File: src/rtl/charlie7x5_pkg.sv
// Shared constants for the charlieplexed 7-pin / 5x7 LED matrix Wishbone slave.
// The cathode helper is the single definition of the LED-to-pin pairing.
package charlie7x5_pkg;

   localparam int unsigned NUM_PINS = 7;
   localparam int unsigned NUM_COLS = 5;

   localparam logic [2:0] ADR_COL0  = 3'd0;
   localparam logic [2:0] ADR_COL1  = 3'd1;
   localparam logic [2:0] ADR_COL2  = 3'd2;
   localparam logic [2:0] ADR_COL3  = 3'd3;
   localparam logic [2:0] ADR_COL4  = 3'd4;
   localparam logic [2:0] ADR_CTRL  = 3'd5;
   localparam logic [2:0] ADR_FRAME = 3'd6;

   localparam int unsigned CTRL_EN   = 0;
   localparam int unsigned CTRL_SWAP = 1;

   localparam logic PH_BLANK = 1'b0;
   localparam logic PH_LIT   = 1'b1;

   // Cathode pin for LED (col, row) is (row + col + 1) mod 7; row <= 6, col <= 4.
   function automatic logic [2:0] cathode_pin(input logic [2:0] row, input logic [2:0] col);
      logic [3:0] s;
      s = {1'b0, row} + {1'b0, col} + 4'd1;
      return (s >= 4'd7) ? 3'(s - 4'd7) : s[2:0];
   endfunction

endpackage

File: src/rtl/charlie7x5_pinmap.sv
// Combinational row decoder: anode pin of the row driven high, cathodes of lit
// LEDs in that row driven low, every other pin tri-stated.
module charlie7x5_pinmap
   import charlie7x5_pkg::*;
(
   input  logic [2:0]          row,
   input  logic [NUM_COLS-1:0] col_bits,
   output logic [NUM_PINS-1:0] o,
   output logic [NUM_PINS-1:0] oe
);

   always_comb begin
      o  = '0;
      oe = '0;
      if (row < 3'(NUM_PINS)) begin
         o[row]  = 1'b1;
         oe[row] = 1'b1;
         for (int c = 0; c < NUM_COLS; c++) begin
            if (col_bits[c]) oe[cathode_pin(row, 3'(c))] = 1'b1;
         end
      end
   end

endmodule

File: src/rtl/charlie7x5_wb.sv
// Wishbone-classic slave holding a double-buffered 5x7 framebuffer and scanning
// the active buffer row by row onto a 7-pin charlieplexed LED matrix.
module charlie7x5_wb
   import charlie7x5_pkg::*;
#(
   parameter int unsigned TICKS_PER_ROW = 1024,
   parameter int unsigned BLANK_TICKS   = 16
) (
   input  logic                clk,
   input  logic                rst_n,
   input  logic                wb_cyc,
   input  logic                wb_stb,
   input  logic                wb_we,
   input  logic [2:0]          wb_adr,
   input  logic [7:0]          wb_dat_i,
   output logic [7:0]          wb_dat_o,
   output logic                wb_ack,
   output logic [NUM_PINS-1:0] charlie7x5_o,
   output logic [NUM_PINS-1:0] charlie7x5_oe
);

   localparam int unsigned MAX_TICKS =
      (TICKS_PER_ROW > BLANK_TICKS) ? TICKS_PER_ROW : BLANK_TICKS;
   localparam int unsigned TICK_W = (MAX_TICKS > 1) ? $clog2(MAX_TICKS) : 1;
   localparam logic [TICK_W-1:0] LIT_LAST   = TICK_W'(TICKS_PER_ROW - 1);
   localparam logic [TICK_W-1:0] BLANK_LAST = TICK_W'(BLANK_TICKS - 1);

   logic [NUM_COLS-1:0][NUM_PINS-1:0] back_q, back_d, active_q, active_d;
   logic                enable_q, enable_d, pending_q, pending_d;
   logic [7:0]          frame_q, frame_d;
   logic [2:0]          row_q, row_d;
   logic                phase_q, phase_d;
   logic [TICK_W-1:0]   tick_q, tick_d;
   logic                ack_q, ack_d;
   logic [7:0]          dat_q, dat_d, rd_data;
   logic [NUM_PINS-1:0] pin_o_q, pin_o_d, pin_oe_q, pin_oe_d, map_o, map_oe;
   logic [NUM_COLS-1:0] col_slice;
   logic                frame_end, req, wr_en;

   always_comb begin
      row_d     = row_q;
      phase_d   = phase_q;
      tick_d    = tick_q + 1'b1;
      frame_end = 1'b0;
      if (phase_q == PH_BLANK) begin
         if (tick_q == BLANK_LAST) begin
            phase_d = PH_LIT;
            tick_d  = '0;
         end
      end else if (tick_q == LIT_LAST) begin
         phase_d = PH_BLANK;
         tick_d  = '0;
         if (row_q == 3'd6) begin
            row_d     = 3'd0;
            frame_end = 1'b1;
         end else begin
            row_d = row_q + 3'd1;
         end
      end
   end

   always_comb begin
      for (int c = 0; c < NUM_COLS; c++) col_slice[c] = active_q[c][row_q];
   end

   charlie7x5_pinmap u_pinmap (
      .row      (row_q),
      .col_bits (col_slice),
      .o        (map_o),
      .oe       (map_oe)
   );

   always_comb begin
      pin_o_d  = '0;
      pin_oe_d = '0;
      if (phase_q == PH_LIT && enable_q) begin
         pin_o_d  = map_o;
         pin_oe_d = map_oe;
      end
   end

   assign req   = wb_cyc & wb_stb & ~ack_q;
   assign wr_en = req & wb_we;
   assign ack_d = req;

   always_comb begin
      rd_data = '0;
      if (wb_adr <= ADR_COL4)        rd_data = {1'b0, back_q[wb_adr]};
      else if (wb_adr == ADR_CTRL)   rd_data = {6'b0, pending_q, enable_q};
      else if (wb_adr == ADR_FRAME)  rd_data = frame_q;
      dat_d = (req && !wb_we) ? rd_data : 8'h00;
   end

   // Swap and pending clear use pre-write values; a swap-request write wins over the clear.
   always_comb begin
      back_d    = back_q;
      enable_d  = enable_q;
      pending_d = pending_q;
      active_d  = active_q;
      frame_d   = frame_q;
      if (frame_end) begin
         frame_d   = frame_q + 8'd1;
         pending_d = 1'b0;
         if (pending_q) active_d = back_q;
      end
      if (wr_en) begin
         if (wb_adr <= ADR_COL4) back_d[wb_adr] = wb_dat_i[NUM_PINS-1:0];
         if (wb_adr == ADR_CTRL) begin
            enable_d = wb_dat_i[CTRL_EN];
            if (wb_dat_i[CTRL_SWAP]) pending_d = 1'b1;
         end
      end
   end

   always_ff @(posedge clk or negedge rst_n) begin
      if (!rst_n) begin
         back_q    <= '0;
         active_q  <= '0;
         enable_q  <= 1'b0;
         pending_q <= 1'b0;
         frame_q   <= '0;
         row_q     <= '0;
         phase_q   <= PH_BLANK;
         tick_q    <= '0;
         ack_q     <= 1'b0;
         dat_q     <= '0;
         pin_o_q   <= '0;
         pin_oe_q  <= '0;
      end else begin
         back_q    <= back_d;
         active_q  <= active_d;
         enable_q  <= enable_d;
         pending_q <= pending_d;
         frame_q   <= frame_d;
         row_q     <= row_d;
         phase_q   <= phase_d;
         tick_q    <= tick_d;
         ack_q     <= ack_d;
         dat_q     <= dat_d;
         pin_o_q   <= pin_o_d;
         pin_oe_q  <= pin_oe_d;
      end
   end

   assign wb_ack        = ack_q;
   assign wb_dat_o      = dat_q;
   assign charlie7x5_o  = pin_o_q;
   assign charlie7x5_oe = pin_oe_q;

endmodule

File: config.mk
export PLATFORM = sky130hd
export DESIGN_NAME = charlie7x5_wb
export DESIGN_NICKNAME = d
export VERILOG_FILES = /design/src/rtl/charlie7x5_pkg.sv /design/src/rtl/charlie7x5_pinmap.sv /design/src/rtl/charlie7x5_wb.sv
export SDC_FILE = /design/constraint.sdc
export NUM_CORES = 1
export LEC_CHECK = 0
export CAP_MARGIN = 20
export CORE_MARGIN = 2
export CORE_UTILIZATION = 33
export CTS_CLUSTER_DIAMETER = 40
export DETAILED_ROUTE_END_ITERATION = 12
export GPL_TIMING_DRIVEN = 0
export SLEW_MARGIN = 20
export SYNTH_ARGS = -nofsm -noshare
export SYNTH_HDL_FRONTEND = slang
export SYNTH_SLANG_ARGS = --single-unit
File: constraint.sdc
create_clock -name clk -period 2.7 [get_ports clk]
set_clock_uncertainty 0.2 [all_clocks]
set_input_delay 0.54 -clock clk [delete_from_list [all_inputs] [get_ports clk]]
set_output_delay 0.54 -clock clk [all_outputs]
set_load 0.03 [all_outputs]
# == Yosys cells after proc, flatten, opt, wreduce, memory -nomap -nowiden ==
# Cells that the tools add are included.
# totals
word_cells,148
out_inout_bits,23
input_bits,16
reg_bits,117
# classes
magnitude_cmp,21
n_mux,63
n_addsub,16
bitwise,9
reduce_logical,14
n_eq_ne,5
# op_table
operator,count
2-to-1 mux 7 bit,15
bitwise mux 35 bit,1
OR 7 bit,5
2-to-1 mux 8 bit,4
2-to-1 mux 10 bit,3
"less-than comparator 3 x 4 -> 1 bit, second input constant",7
binary-select mux 7 bit (select 3 bit),1
demux 7 bit (select 3 bit),1
"greater-or-equal comparator 3 x 1 -> 1 bit, second input constant",7
2-to-1 mux 1 bit,21
"greater-or-equal comparator 4 x 3 -> 1 bit, second input constant",5
demux 1 bit (select 3 bit),6
2-to-1 mux 3 bit,6
"adder 4 x 1 -> 4 bit, second input constant",4
binary-select mux 1 bit (select 3 bit),5
"subtractor 3 bit, second input constant",5
"adder 10 x 1 -> 10 bit, second input constant",1
"== test 10 bit, second input constant",1
"== test 10 x 4 -> 1 bit, second input constant",1
"== test 3 bit, second input constant",3
logical AND 1 bit,9
"adder 3 x 2 -> 4 bit, second input constant",2
"adder 8 x 1 -> 8 bit, second input constant",1
AND reduction 2 bit,4
other kinds (8),10

# == Longest topological paths before layout ==
# Gate-level depths: netlist (run 1).
# logic_depth
ltp_word,23
ltp_mapped,12
depth_no_buf,8

# == Modules after synthesis ==
# A second synthesis (run 1) with hierarchy kept.
# unflattened
cells_unflattened,538
area_unflattened_um2,6298.5
# by_module_without_submodules
module,cells_per_inst,n_inst,area_each_um2
charlie7x5_wb,375,1,5241.3
charlie7x5_pinmap,163,1,1057.3

# == Worst setup path before layout (run 1) ==
# OpenSTA, ideal clock, no wires.
# synth_path
path_type,register to register
from,register row_q[0]
to,register pin_oe_q[3] (netlist: charlie7x5_oe[3])
required_ns,2.364
arrival_ns,2.527
setup_slack_ns,-0.163
stages_incl_launch_ff,12
path_buffers,4
cell_sequence,dfrtp_1 -> buf_6 -> buf_4 -> inv_1 -> clkbuf_1 -> ha_1 -> buf_2 -> xor2_1 -> and2_1 -> a221o_1 -> a222oi_1 -> a31oi_1
# synth_via
elab_chain_len,23
# synth_rtl
element,line,text
from (decl),charlie7x5_wb.sv:31,"logic [2:0] row_q, row_d;"
from (signal assigned),charlie7x5_wb.sv:135,row_q <= row_d;
branches (longest 21 deep; another with adder 3 x 1 -> 4 bit),--,
2-to-1 mux 7 bit *,charlie7x5_pinmap.sv:15,if (row < 3'(NUM_PINS)) begin
2-to-1 mux 7 bit *,charlie7x5_wb.sv:76,if (phase_q == PH_LIT && enable_q) begin
via pin_oe_d[3],charlie7x5_wb.sv:36,"logic [NUM_PINS-1:0] pin_o_q, pin_o_d, pin_oe_q, pin_oe_d, map_o, map_oe;"
to (signal assigned),charlie7x5_wb.sv:141,pin_oe_q <= pin_oe_d;
to (decl),charlie7x5_wb.sv:36,
# Mark *: on every way through the listed nets, which the timed path passes. The select of a mux whose other input is x is not followed.
# A chain may end at the register's enable or synchronous reset.

# == Worst setup path after layout (run 1) ==
# Ends and elaborated chain as after synthesis.

==> flow_summary_export.csv, run 1 <==
group,metric,value,unit
status,outcome,"completed",
floorplan,die_w,141.8,microns
sta,slew_violations,0,
worst_setup_path,arrival,2760,ps
routing,firstDrtPassIters,5,
clocking,cts.clk_slew.worst_paths,70,ps
clocking,numCtsBuffers,17,
routing,post_drt_wl_per_cell,20.53,microns
yosys,synth-edff-count,0,
floorplan,core.rowCount,50,
clocking,htree_levels,4,
routing,antenna_left,0,
worst_setup_path,worstRegToRegCells,11,
yosys,netlist_instances,525,
sta,slew_headroom,48.07,%
power,p_per_area,608.2,nW/um^2
yosys,ys_types,74,
global_routing,grt_pass1_vias,4736,
clocking,clk_path_buf_depth,2,
floorplan,initial_core_util,33.60,%
yosys,synth_seq_cells,117,
clocking,clockRootBuffer,"clkbuf_16",
worst_setup_path,cp_max_fo,6,
yosys,ys_warn_count,0,
finish,drive_gt1_share,30.92,%
sta,fin_crit_sh,97.09,%
min_path,hold_class,"reg -> reg",
yosys,syn-cell-area,6265,sq um
finish,syn_to_final_growth,24.89,%
worst_setup_path,crit_required,2840,ps
placed_design,placed_area,6954,sq um
sta,rsz0062_at_grt,"false",
yosys,ys_seq_area_share,46.73,%
placed_design,dpl.hpwl,12160,microns
power,p_sw,1179,uW
global_routing,globalRouteTotalUtil,17.92,%
power,swShare,24.79,%
routing,wl,17290,microns
yosys,avgSynthCellArea,11.93,sq um
power,p_int,3579,uW
floorplan,die-area,20100,sq um
sta,max_freq,381.5,MHz
floorplan,core_area,18640,sq um
finish,nNetsFinal,620,
power,combPwrFrac,7.0,%
placed_design,portBuffers,36,
routing,drc,0,
power,p_seq_share,41.2,%
power,clkPwrFrac,51.7,%
power,vdd_ir_drop_max,0.4395,mV
clocking,clock-sinks,117,
yosys,async_reset_ff_share,100.0,%
global_routing,grt_overflow_total,0,
clocking,clk_latency,420,ps
routing,drtIter0Drc,339,
finish,final_cell_area,7824,sq um
floorplan,num_io_pins,39,
finish,most-common-layout-cells,"116 x dfrtp_1, 48 x mux2_2, 35 x clkdlybuf4s50_1",
global_routing,grt_first_pass_wirelength,27080,microns
routing,via_count,4642,
routing,vias_per_cell,5.513,
worst_setup_path,endpoint_kind,"register",
power,total_power,4759,uW
global_routing,grt_max_degree,71,
power,leakage,0.003440,uW
yosys,synth_nets,550,
worst_setup_path,start_kind,"register",
min_path,whs_path_depth,1,
global_routing,antenna_found_initial,0,
floorplan,chipHeight,141.8,microns
sta,tightest_slew,776.1,ps
sta,setup_viol,0,
worst_setup_path,criticalPathCategory,"reg -> reg",
finish,final_common_cell,"dfrtp_1",
placed_design,place_congestion,0.9940,
yosys,ys.flop_type,"dfrtp_1",
clocking,cts_tree,"built",
sta,finalHoldViolCount,0,
finish,n_antenna_cell,0,
sta,period_needed,2621,ps
flow_run,maxCapViolations,0,
-- Yosys cell counts (all sizes together) (10+ instances only) --
cell,number,area share (%)
nand3,13,1.0
nand2,31,2.0
o21ai,11,0.88
nor3,10,0.88
xnor2,13,1.8
inv,11,0.66
mux2,78,16
buf,22,2.6
nor2,33,2.1
mux2i,19,3.0
a22oi,10,1.4
dfrtp,117,47
-- metal layers --
layer / wire [microns] / GRT usage [%]
met5: 0 / 0
met4: 446 / 7.000
met3: 807 / 3.847
met2: 8359 / 29.05
met1: 7674 / 23.53
-- worst paths after layout --
path                                         from                          to  slack (ps)
min reg2reg                frame_q[7]$_DFFE_PN0P_      frame_q[7]$_DFFE_PN0P_         280
min                        frame_q[7]$_DFFE_PN0P_      frame_q[7]$_DFFE_PN0P_         280
min in group asynchronous                   rst_n   charlie7x5_o[6]$_DFF_PN0_         430
max in group asynchronous                   rst_n     active_q[0]$_DFFE_PN0P_        1170
max reg2reg                  row_q[0]$_DFFE_PN0P_  charlie7x5_oe[3]$_DFF_PN0_          80
max                          row_q[0]$_DFFE_PN0P_  charlie7x5_oe[3]$_DFF_PN0_          80
-- state kept, by name, indices dropped and copies added, names as in the netlist --
name,count
active_q,35
back_q,35
charlie7x5_o,7
charlie7x5_oe,7
enable_q,1
frame_q,8
pending_q,1
phase_q,1
row_q,3
tick_q,10
wb_ack,1
wb_dat_o,8
-- cell families after synthesis --
kind of cell,Yosys count,share of synthesized area (%)
xor+xnor,20,2.796
mux,104,21.37
compound gates,84,10.45
flops,117,46.73
fa+ha+maj,9,1.798
simple gates,150,13.12
buf+inv,41,3.735
-- power by group through the flow --
stage | combinational, uW | sequential, uW | clock [uW]
3_3_place_gp | 326 | 1990 | 0
4_1_cts | 342 | 1960 | 2510
5_1_grt | 364 | 1980 | 2590
3_5_place_dp | 339 | 1990 | 0
6_report | 335 | 1960 | 2460
2_1_floorplan | 193 | 1970 | 0
-- cell type report --
| type | count | area, sq um |
|---|---|---|
| buffer | 27 | 207.7 |
| clock buffer | 19 | 452.9 |
| clock inverter | 13 | 182.7 |
| fill | 1758 | 10820 |
| inverter | 12 | 50.05 |
| multi-input combinational | 367 | 3197 |
| sequential | 117 | 2929 |
| tap | 234 | 292.8 |
| timing repair buffer | 53 | 511.7 |
-- worst max-delay path, cell delays in order, from the launching register on --
cell and delay, ps:
dfrtp_1 390, buf_6 130, inv_2 100, buf_8 120, ha_2 200, buf_4 150
buf_4 120, nand2b_4 60, a211o_1 320, a211o_1 310, o22a_1 220, a31oi_2 210
-- what timing repair did --
action / CTS / global route
hold endpoints to repair: 47 / 0
gates resized for setup: 18 / 15
setup buffers: 6 / 8
gates cloned: 0 / 1
pin swaps: 3 / 5
hold buffers: 1 / 0
endpoints found under the setup margin: 38 / 7
-- metrics by stage --
step	util, %	TNS (ps)	setup slack, ps	hold WS, ps	cells
after CTS	41.30	0	5.880	274.3	833
after floorplan	-	0	10.72	44.41	525
after detailed placement	37.30	-11270	-637.2	260.9	796
after global routing	41.97	0	1.027	304.1	842
final	41.97	0	78.66	280.4	842
after global placement	37.15	-436370	-3655	258.5	795
(Power assumes the default switching activity.)
==> inputs of run 2 (changes only) <==
Clock period 2.7 ns to 2.9 ns, I/O delays scaled along.
==> run 2 against run 1 <==
Sequential share of layout area is 0.85 points higher. Setup slack better by 30 ps. Non-clock buffer count is 10 lower. Clock-buffer cell count is 1 lower. Via count is 2.0% lower. Critical path type unchanged. Critical endpoint is now charlie7x5_oe[0]$_DFF_PN0_. Critical path depth is 1 lower. Final cell count is 1.2% lower. Register-to-register slack better by 30 ps. Clock power is 19% lower.
==> flow_summary_export.csv, run 2 (same netlist as run 1, synthesis figures left out) <==
group,metric,value,unit
status,outcome,"completed",
placed_design,place_congestion,1.008,
finish,final_cell_area,7650,sq um
placed_design,dpl.hpwl,12270,microns
clocking,clockRootBuffer,"clkbuf_16",
global_routing,gr-usage-met3,4.117,%
routing,drtIter0Drc,378,
floorplan,chipHeight,141.8,microns
min_path,hold_class,"reg -> reg",
sta,fin_crit_sh,96.24,%
global_routing,grt_pass1_vias,4823,
clocking,clock-sinks,117,
placed_design,dp_slack,-838.0,ps
floorplan,num_io_pins,39,
floorplan,die_w,141.8,microns
power,p_seq_share,44.1,%
clocking,numCtsBuffers,17,
power,leakage,0.003352,uW
sta,setup_ws,109.1,ps
sta,finalHoldViolCount,0,
routing,vias_per_cell,5.468,
flow_run,maxCapViolations,0,
routing,firstDrtPassIters,5,
floorplan,core_area,18640,sq um
clocking,cts.clk_slew.worst_paths,60,ps
global_routing,grt_max_degree,73,
finish,syn_to_final_growth,22.11,%
placed_design,portBuffers,36,
power,p_int,3156,uW
clocking,htree_levels,4,
global_routing,grt_overflow_total,0,
sta,period_needed,2791,ps
finish,most-common-layout-cells,"116 x dfrtp_1, 48 x mux2_2, 35 x clkdlybuf4s50_1",
floorplan,core.rowCount,50,
sta,setup_viol,0,
worst_setup_path,crit_required,2990,ps
routing,via_count,4549,
worst_setup_path,start_kind,"register",
clocking,clk_path_buf_depth,2,
sta,hold_ws,268.9,ps
global_routing,grt_first_pass_wirelength,26950,microns
power,swShare,23.84,%
global_routing,globalRouteTotalUtil,17.72,%
finish,final_common_cell,"dfrtp_1",
routing,antenna_left,0,
routing,wl,16770,microns
routing,post_drt_wl_per_cell,20.16,microns
sta,slew_violations,0,
worst_setup_path,criticalPathCategory,"reg -> reg",
sta,max_freq,358.3,MHz
power,p_per_area,541.7,nW/um^2
global_routing,grt_busiest_layer,"met2",
global_routing,use_met2,27.85,%
global_routing,use_met1,23.40,%
sta,tightest_slew,733.0,ps
worst_setup_path,arrival,2880,ps
power,p_sw,988.0,uW
worst_setup_path,endpoint_kind,"register",
global_routing,antenna_found_initial,0,
finish,drive_gt1_share,28.09,%
power,clkPwrFrac,48.3,%
clocking,clk_latency,420,ps
routing,drc,0,
finish,nNetsFinal,610,
worst_setup_path,cp_max_fo,10,
finish,n_antenna_cell,0,
sta,slew_headroom,50.95,%
sta,rsz0062_at_grt,"false",
power,combPwrFrac,7.6,%
floorplan,initial_core_util,33.60,%
clocking,cts_tree,"built",
floorplan,die-area,20100,sq um
power,vdd_ir_drop_max,0.4057,mV
finish,top_regs,"active_q: 35 flops, back_q: 35 flops, tick_q: 10 flops",
placed_design,placed_area,6947,sq um
-- run 2: cell count changes in the layout (fill, tap and decap cells not counted), moves of 2 or more --
cell        before  now
buf_2            8   10
buf_4           18    7
clkbuf_8         2    0
clkinv_2         0    6
clkinvlp_4       0    5
ha_1             5    8
ha_2             3    1
inv_1            6    8
inv_2            4    1
inv_6            8    0
inv_8            2    0
-- run 2: final timing paths --
kind | startpoint | to | slack [ps] | cells after the start
max | row_q[0]$_DFFE_PN0P_ | charlie7x5_oe[0]$_DFF_PN0_ | 110 | 10
min | frame_q[7]$_DFFE_PN0P_ | frame_q[7]$_DFFE_PN0P_ | 270 | 1
max reg2reg | row_q[0]$_DFFE_PN0P_ | charlie7x5_oe[0]$_DFF_PN0_ | 110 | 10
min reg2reg | frame_q[7]$_DFFE_PN0P_ | frame_q[7]$_DFFE_PN0P_ | 270 | 1
max in group asynchronous | rst_n | active_q[7]$_DFFE_PN0P_ | 1320 | 3
min in group asynchronous | rst_n | charlie7x5_oe[6]$_DFF_PN0_ | 470 | 2
-- run 2: metrics by stage --
| stage | std cells | TNS (ps) | total power, uW | util [%] |
|---|---|---|---|---|
| 2_1_floorplan | 525 | 0 | 2012 | - |
| 3_3_place_gp | 795 | -415140 | 2155 | 37.11 |
| 3_5_place_dp | 796 | -12990 | 2175 | 37.26 |
| 4_1_cts | 829 | 0 | 4178 | 40.61 |
| 5_1_grt | 832 | 0 | 4291 | 41.03 |
| 6_report | 832 | 0 | 4144 | 41.03 |
-- run 2: layout make-up --
cell class,count,area [sq um]
plain buffers,27,211.5
clock buffers,18,429.2
clock inverters,14,137.6
fillers,1782,10990
inverters,12,51.30
multi-input cells,367,3162
flip-flops and latches,117,2929
well taps,234,292.8
repair buffers,43,436.7
-- run 2: power by group through the flow --
stage          sequential (uW)  clock (uW)  combinational (uW)
2_1_floorplan             1830           0                 179
3_3_place_gp              1850           0                 304
3_5_place_dp              1860           0                 317
4_1_cts                   1830        2030                 319
5_1_grt                   1840        2110                 339
6_report                  1830        2000                 313
-- run 2: timing repair --
action	4_1_cts	5_1_grt
gates resized for setup	13	11
setup endpoints to repair	43	7
endpoints found under the hold margin	45	0
pin swaps	3	3
hold buffers	1	0
setup buffers	2	3
-- run 2: metal layers --
layer / vias up / part of all wire, %
met2: 128 / 47
met5: - / 0
met4: 0 / 2.6
met1: 2302 / 46
met3: 36 / 4.4
li1: 2083 / -
-- run 2: critical path, cell delays in order (launching register included) --
cell	delay, ps
dfrtp_1	390
buf_4	130
ha_1	130
inv_1	50
ha_1	420
buf_2	300
or2_2	140
o21ai_0	70
a222oi_1	420
nor3_1	90
o31a_1	320
